===== src/rtl/proc_pkg.sv =====
// Shared fetch-stage types: FSM state encoding, buffer entry layout, NOP word.
// Latency: n/a (types and constants only).
// Backpressure: n/a.
package proc_pkg;

  // Fetch sequencer states. REQ issues unconditionally because it is only
  // entered with an empty buffer (after reset or a quiet redirect).
  typedef enum logic [1:0] {
    IDLE = 2'd0,
    REQ  = 2'd1,
    WAIT = 2'd2,
    DROP = 2'd3
  } fetch_state_t;

  // Canonical RV NOP (addi x0, x0, 0), available to stages that need a bubble.
  localparam logic [31:0] NOP_INSTR = 32'h0000_0013;

  localparam int ENTRY_W = 96;

  // One instruction buffer slot: fetched word plus the PC it came from.
  typedef struct packed {
    logic [31:0] instr;
    logic [63:0] pc;
  } fetch_entry_t;

endpackage


===== src/rtl/fetch_fifo.sv =====
// Small circular FIFO holding fetched instructions between imem and decode.
// Latency: push visible at head on the next cycle; head is read combinationally.
// Backpressure: full blocks push unless a pop happens in the same cycle; flush empties it.
module fetch_fifo #(
  parameter int WIDTH = 96,
  parameter int DEPTH = 2
) (
  input  logic                     clk,
  input  logic                     reset,
  input  logic                     flush,
  input  logic                     push,
  input  logic [WIDTH-1:0]         push_data,
  input  logic                     pop,
  output logic [WIDTH-1:0]         head_data,
  output logic                     full,
  output logic                     empty,
  output logic [$clog2(DEPTH):0]   count
);

  localparam int AW = $clog2(DEPTH);
  localparam int CW = AW + 1;

  logic [WIDTH-1:0] slots [DEPTH];
  logic [AW-1:0]    wr_ptr;
  logic [AW-1:0]    rd_ptr;
  logic             do_push;
  logic             do_pop;

  assign empty     = (count == '0);
  assign full      = (count == CW'(DEPTH));
  assign do_pop    = pop && !empty;
  // A pop frees the head slot in the same cycle, so a full FIFO may still take a push.
  assign do_push   = push && (!full || do_pop);
  assign head_data = slots[rd_ptr];

  // Pointer and occupancy bookkeeping; DEPTH is a power of two so pointers wrap naturally.
  always_ff @(posedge clk) begin
    if (reset || flush) begin
      wr_ptr <= '0;
      rd_ptr <= '0;
      count  <= '0;
    end else begin
      if (do_push) wr_ptr <= wr_ptr + AW'(1);
      if (do_pop)  rd_ptr <= rd_ptr + AW'(1);
      case ({do_push, do_pop})
        2'b10:   count <= count + CW'(1);
        2'b01:   count <= count - CW'(1);
        default: count <= count;
      endcase
    end
  end

  // Storage array; contents need no reset because occupancy guards every read.
  always_ff @(posedge clk) begin
    if (do_push) slots[wr_ptr] <= push_data;
  end

endmodule


===== src/rtl/instr_fetch_unit.sv =====
// Instruction fetch: single-outstanding imem requests into a small buffer toward decode.
// Latency: imem response to if_valid is 1 cycle; 1 instr per 2 cycles with a 1-cycle imem.
// Backpressure: id_ready low stalls the head; no request issues without a guaranteed free slot.
module instr_fetch_unit
  import proc_pkg::*;
#(
  parameter logic [63:0] RESET_ADDR = 64'h0,
  parameter int          BUF_DEPTH  = 2
) (
  input  logic        clk,
  input  logic        reset,
  output logic [63:0] curAddress,
  input  logic [63:0] nextAddress,
  input  logic        redirect_valid,
  input  logic [63:0] redirect_addr,
  output logic        imem_req,
  output logic [63:0] imem_addr,
  input  logic        imem_rvalid,
  input  logic [31:0] imem_rdata,
  output logic        if_valid,
  output logic [31:0] if_instr,
  output logic [63:0] if_pc,
  input  logic        id_ready
);

  localparam int CNT_W = $clog2(BUF_DEPTH) + 1;
  localparam logic [CNT_W-1:0] DEPTH_CNT = CNT_W'(BUF_DEPTH);

  fetch_state_t state;
  fetch_state_t state_nxt;
  logic [63:0]  pc_q;
  logic [63:0]  pc_nxt;
  logic         req;
  logic         push;
  logic         pop;
  logic         slot_free;
  logic         fifo_full;
  logic         fifo_empty;
  logic [CNT_W-1:0] fifo_count;
  fetch_entry_t push_entry;
  fetch_entry_t head_entry;

  assign pop        = !fifo_empty && id_ready;
  // Only IDLE consults this and IDLE has nothing in flight, so occupancy minus
  // the same-cycle pop must leave room for the one response we are about to request.
  assign slot_free  = !fifo_full || pop;
  assign push_entry = '{instr: imem_rdata, pc: pc_q};

  assign curAddress = pc_q;
  assign imem_addr  = pc_q;
  assign imem_req   = req && !reset;
  assign if_valid   = !fifo_empty;
  assign if_instr   = fifo_empty ? 32'h0 : head_entry.instr;
  assign if_pc      = fifo_empty ? 64'h0 : head_entry.pc;

  // Next-state, request, push and PC selection; redirect overrides every other event.
  always_comb begin
    state_nxt = state;
    pc_nxt    = pc_q;
    req       = 1'b0;
    push      = 1'b0;
    case (state)
      REQ: begin
        req       = 1'b1;
        state_nxt = WAIT;
      end
      IDLE: begin
        if (slot_free) begin
          req       = 1'b1;
          state_nxt = WAIT;
        end
      end
      WAIT: begin
        if (imem_rvalid) begin
          push      = 1'b1;
          pc_nxt    = nextAddress;
          state_nxt = IDLE;
        end
      end
      DROP: begin
        if (imem_rvalid) state_nxt = IDLE;
      end
      default: state_nxt = REQ;
    endcase
    if (redirect_valid) begin
      req    = 1'b0;
      push   = 1'b0;
      pc_nxt = redirect_addr;
      if (state == WAIT || state == DROP) begin
        // A response landing this cycle is the stale one; otherwise wait it out in DROP.
        state_nxt = imem_rvalid ? IDLE : DROP;
      end else begin
        state_nxt = REQ;
      end
    end
  end

  // State and PC registers with synchronous reset into REQ at RESET_ADDR.
  always_ff @(posedge clk) begin
    if (reset) begin
      state <= REQ;
      pc_q  <= RESET_ADDR;
    end else begin
      state <= state_nxt;
      pc_q  <= pc_nxt;
    end
  end

  fetch_fifo #(
    .WIDTH (ENTRY_W),
    .DEPTH (BUF_DEPTH)
  ) u_fifo (
    .clk       (clk),
    .reset     (reset),
    .flush     (redirect_valid),
    .push      (push),
    .push_data (push_entry),
    .pop       (pop),
    .head_data (head_entry),
    .full      (fifo_full),
    .empty     (fifo_empty),
    .count     (fifo_count)
  );

  // Occupancy can never exceed the buffer depth.
  always_ff @(posedge clk) begin
    if (!reset) assert (fifo_count <= DEPTH_CNT);
  end

endmodule


===== config.mk =====
export PLATFORM = sky130hd
export DESIGN_NAME = instr_fetch_unit
export DESIGN_NICKNAME = d
export VERILOG_FILES = /design/src/rtl/proc_pkg.sv /design/src/rtl/fetch_fifo.sv /design/src/rtl/instr_fetch_unit.sv
export SDC_FILE = /design/constraint.sdc
export NUM_CORES = 1
export LEC_CHECK = 0
export CAP_MARGIN = 10
export CORE_ASPECT_RATIO = 1.4
export CORE_MARGIN = 8
export CORE_UTILIZATION = 41
export DETAILED_ROUTE_END_ITERATION = 10
export HOLD_SLACK_MARGIN = 0.08
export PLACE_DENSITY = 0.74
export SETUP_SLACK_MARGIN = 0.1
export SLEW_MARGIN = 0
export SYNTH_ARGS = -nofsm -noshare
export SYNTH_HDL_FRONTEND = slang
export SYNTH_SLANG_ARGS = --single-unit

===== constraint.sdc =====
create_clock -name clk -period 6.65 [get_ports clk]
set_input_delay 1.6625 -clock clk [delete_from_list [all_inputs] [get_ports clk]]
set_output_delay 1.6625 -clock clk [all_outputs]
set_load 0.1 [all_outputs]

==> impl_metrics.py <==
metrics = {
    "status": {
        "outcome": "finished clean",
    },
    "clocking": {
        "insertion_delay_ns": 0.52,
        "clock_path_buffers": 3,
        "cts_resized": 0,
        "path_clk_slew_ns": 0.06,
        "post_cts_buffers": 0,
        "cts-hold-fix-buffers": 0,
        "htree_levels": 1,
        "cts_tree": "done",
        "numCtsBuffers": 24,
        "clock_sinks": 263,
        "root_buffer": "clkbuf_16",
    },
    "cells_and_area": {
        "drive_above_1_share": 0.0699,
        "syn2layout_area_growth_pct": 39.5,
        "final_area_um2": 15700,
        "multiInputGateArea_um2": 3310,
        "fill_cells": 2282,
        "nets": 1336,
        "register_area_um2": 7190,
        "layout.cells.non_filler": 1557,
        "n_antenna_cell": 0,
    },
    "place": {
        "dp_slack_ns": 1.65,
        "dp.final_hpwl_mm": 22.3,
        "dpl.cell_count": 1514,
        "gp_congestion": 0.795,
        "place_area_um2": 15000,
        "portBuffers": 390,
    },
    "drt": {
        "vias": 7753,
        "viasPerCell": 4.98,
        "detail_route.wl_per_cell_um": 20.1,
        "wl_mm": 31.3,
        "drt_iter0_drc": 364,
        "dr.pass1.iters": 5,
        "drtAntennaViolNets": 0,
        "remaining_drc_errors": 0,
    },
    "worst_setup_path": {
        "crit_slowest_cell": "clkdlybuf4s50_1",
        "r2r_end": "u_fifo.slots[0][95]",
        "endpoint": "if_pc[61]",
        "r2r_cells": 4,
        "cp.required_ns": 4.99,
        "critPathLaunchType": "flip-flop",
        "slowest_delay_ns": 1.16,
        "crit_type": "flip-flop to output pin",
        "r2r_slack_ns": 3.47,
        "r2r_start": "state[1]",
        "crit_arrival_ns": 3.43,
        "critPathCaptureType": "output pin",
        "cp_cell_sequence": "buf_12 > mux2i_1 > nor2_1 > clkdlybuf4s50_1",
        "worstPathMaxFanout": 54,
    },
    "synthesis": {
        "synth_seq_cells": 263,
        "synth.most_common_cell": "edfxtp_1",
        "ys_seq_area_frac": 0.637,
        "yosysTopAreaCell": "edfxtp_1",
        "yosysWarnings": 0,
        "ys.flop_type": "edfxtp_1",
        "avgSynthCellArea_um2": 13.0,
        "syn_inst": 871,
        "synthArstFlopShare": 0,
        "synth-edff-count": 192,
        "yosys-top-cells-area": "edfxtp_1 (51%), dfxtp_1 (13%), mux2i_1 (8.5%)",
        "synth_top_cell_area_share": 0.511,
        "syn_nets": 1037,
        "synth_top_cells_by_count": "edfxtp_1 (192), nor2_1 (166), mux2i_1 (96), dfxtp_1 (71), buf_4 (69)",
        "syn-cell-area_um2": 11300,
        "synthDistinctLibCells": 29,
    },
    "die": {
        "dieArea_um2": 33200,
        "initial_utilization": 0.412,
        "die_w_um": 156,
        "core-area_um2": 27400,
        "pin_count": 391,
        "die_h_um": 212,
        "rows": 72,
    },
    "grt": {
        "grt_overflow": 0,
        "grt_max_degree": 79,
        "grt_antenna_before_repair": 0,
        "grt.total_usage": 0.179,
        "grt_pass1_vias": 7972,
        "grt_pass1_wl_mm": 46.5,
    },
    "min_path": {
        "hold_path_class": "flip-flop to flip-flop",
    },
    "sta": {
        "setup_violations": 0,
        "clock.fmax_ghz": 0.197,
        "drv_slew": 0,
        "slew-limit-headroom": 0.264,
        "fin_skew_ns": 0.00729,
        "report.final.hold_viol_count": 0,
        "worst_pin_slew_ns": 1.10,
        "tns_ns": 0,
        "rsz0062_at_grt": "false",
        "finalCritPeriodShare": 0.765,
        "worst_slack_ns": 1.56,
        "fin_crit_ns": 5.09,
    },
    "pwr": {
        "internal_power_mw": 2.80,
        "p_leak_nw": 5.19,
        "seqPwrFrac": 0.462,
        "p_sw_mw": 1.21,
        "combPwrFrac": 0.205,
        "clkPwrFrac": 0.333,
        "peakVddDrop_v": 0.000191,
        "switching_share": 0.303,
        "power.density_nw_per_um2": 255,
    },
    "job": {
        "maxCapViolations": 0,
    },
}
[worst min path at each step]
stage,depth (start not counted),slack (ns),startpoint,to
after floorplan,2,0.47,u_fifo.wr_ptr,u_fifo.wr_ptr
after global placement,2,0.48,u_fifo.rd_ptr,flip-flop
after detailed placement,2,0.50,u_fifo.rd_ptr,flip-flop
after CTS,2,0.51,u_fifo.rd_ptr,flip-flop
after global routing,0,0.54,curAddress[23],u_fifo.slots[1][23]
final,2,0.51,u_fifo.rd_ptr,flip-flop
[worst max-delay path: cells and delay by family (launching register included)]
kind | cells | cell delay, ns
muxes | 1 | 0.12
buffers and inverters | 2 | 1.54
DFF | 1 | 0.99
and+or+nand+nor | 1 | 0.16
[kinds of logic after synthesis]
family	share of synthesized area
flip-flops	0.637
AND/OR/NAND/NOR	0.0616
multiplexers	0.149
AO/OA/AOI/OAI	0.0766
buffers and inverters	0.0726
XOR/XNOR	0.00233
adder cells (fa/ha/maj)	0.00111
[power groups by stage]
stage          sequential (mW)  combinational, mW  clock (mW)
2_1_floorplan             2.09              0.397           0
3_3_place_gp              1.89              0.820           0
3_5_place_dp              1.89              0.825           0
4_1_cts                   1.85              0.828        1.37
5_1_grt                   1.86              0.850        1.43
6_report                  1.85              0.823        1.34
[state kept, by name, summed over array words and instances (netlist names), named ones only]
name and flops:
u_fifo.rd_ptr 1, u_fifo.slots 192, curAddress 64, state 2
u_fifo.wr_ptr 1, u_fifo.count 2
[cell type report]
type                       count  area share
inverter                       4    0.000954
sequential                   263       0.457
clock inverter                10     0.00469
clock buffer                  33      0.0436
multi-input combinational    476       0.210
tap                          370      0.0294
timing repair buffer         401       0.254
[metal layers]
metal / share of wire / vias up / GRT usage
met3: 0.064 / 49 / 0.0382
li1: - / 3690 / -
met1: 0.38 / 3770 / 0.206
met4: 0.029 / 0 / 0.0621
met5: 0 / - / 0
met2: 0.53 / 244 / 0.323
[per-stage QoR]
step           hold WS [ns]  power (mW)   util
6_report              0.506        4.01  0.575
5_1_grt               0.538        4.14  0.575
4_1_cts               0.512        4.05  0.575
3_5_place_dp          0.498        2.72  0.547
3_3_place_gp          0.484        2.71  0.547
2_1_floorplan         0.471        2.49      -
[layout by cell type, fill, tap and decap left out, types with 3 or more instances in the layout]
cell	count
clkdlybuf4s50_1	387
clkinv_2	5
clkbuf_16	26
a21oi_1	68
inv_1	3
mux2_1	40
a211oi_1	60
clkinv_1	3
nor2_1	163
nor2_4	3
o21ai_0	3
edfxtp_1	192
mux2i_1	96
dfxtp_1	70
buf_4	11
mux2_2	24
clkbuf_1	6
a211oi_2	4
Power figures use the tool's default switching activity.
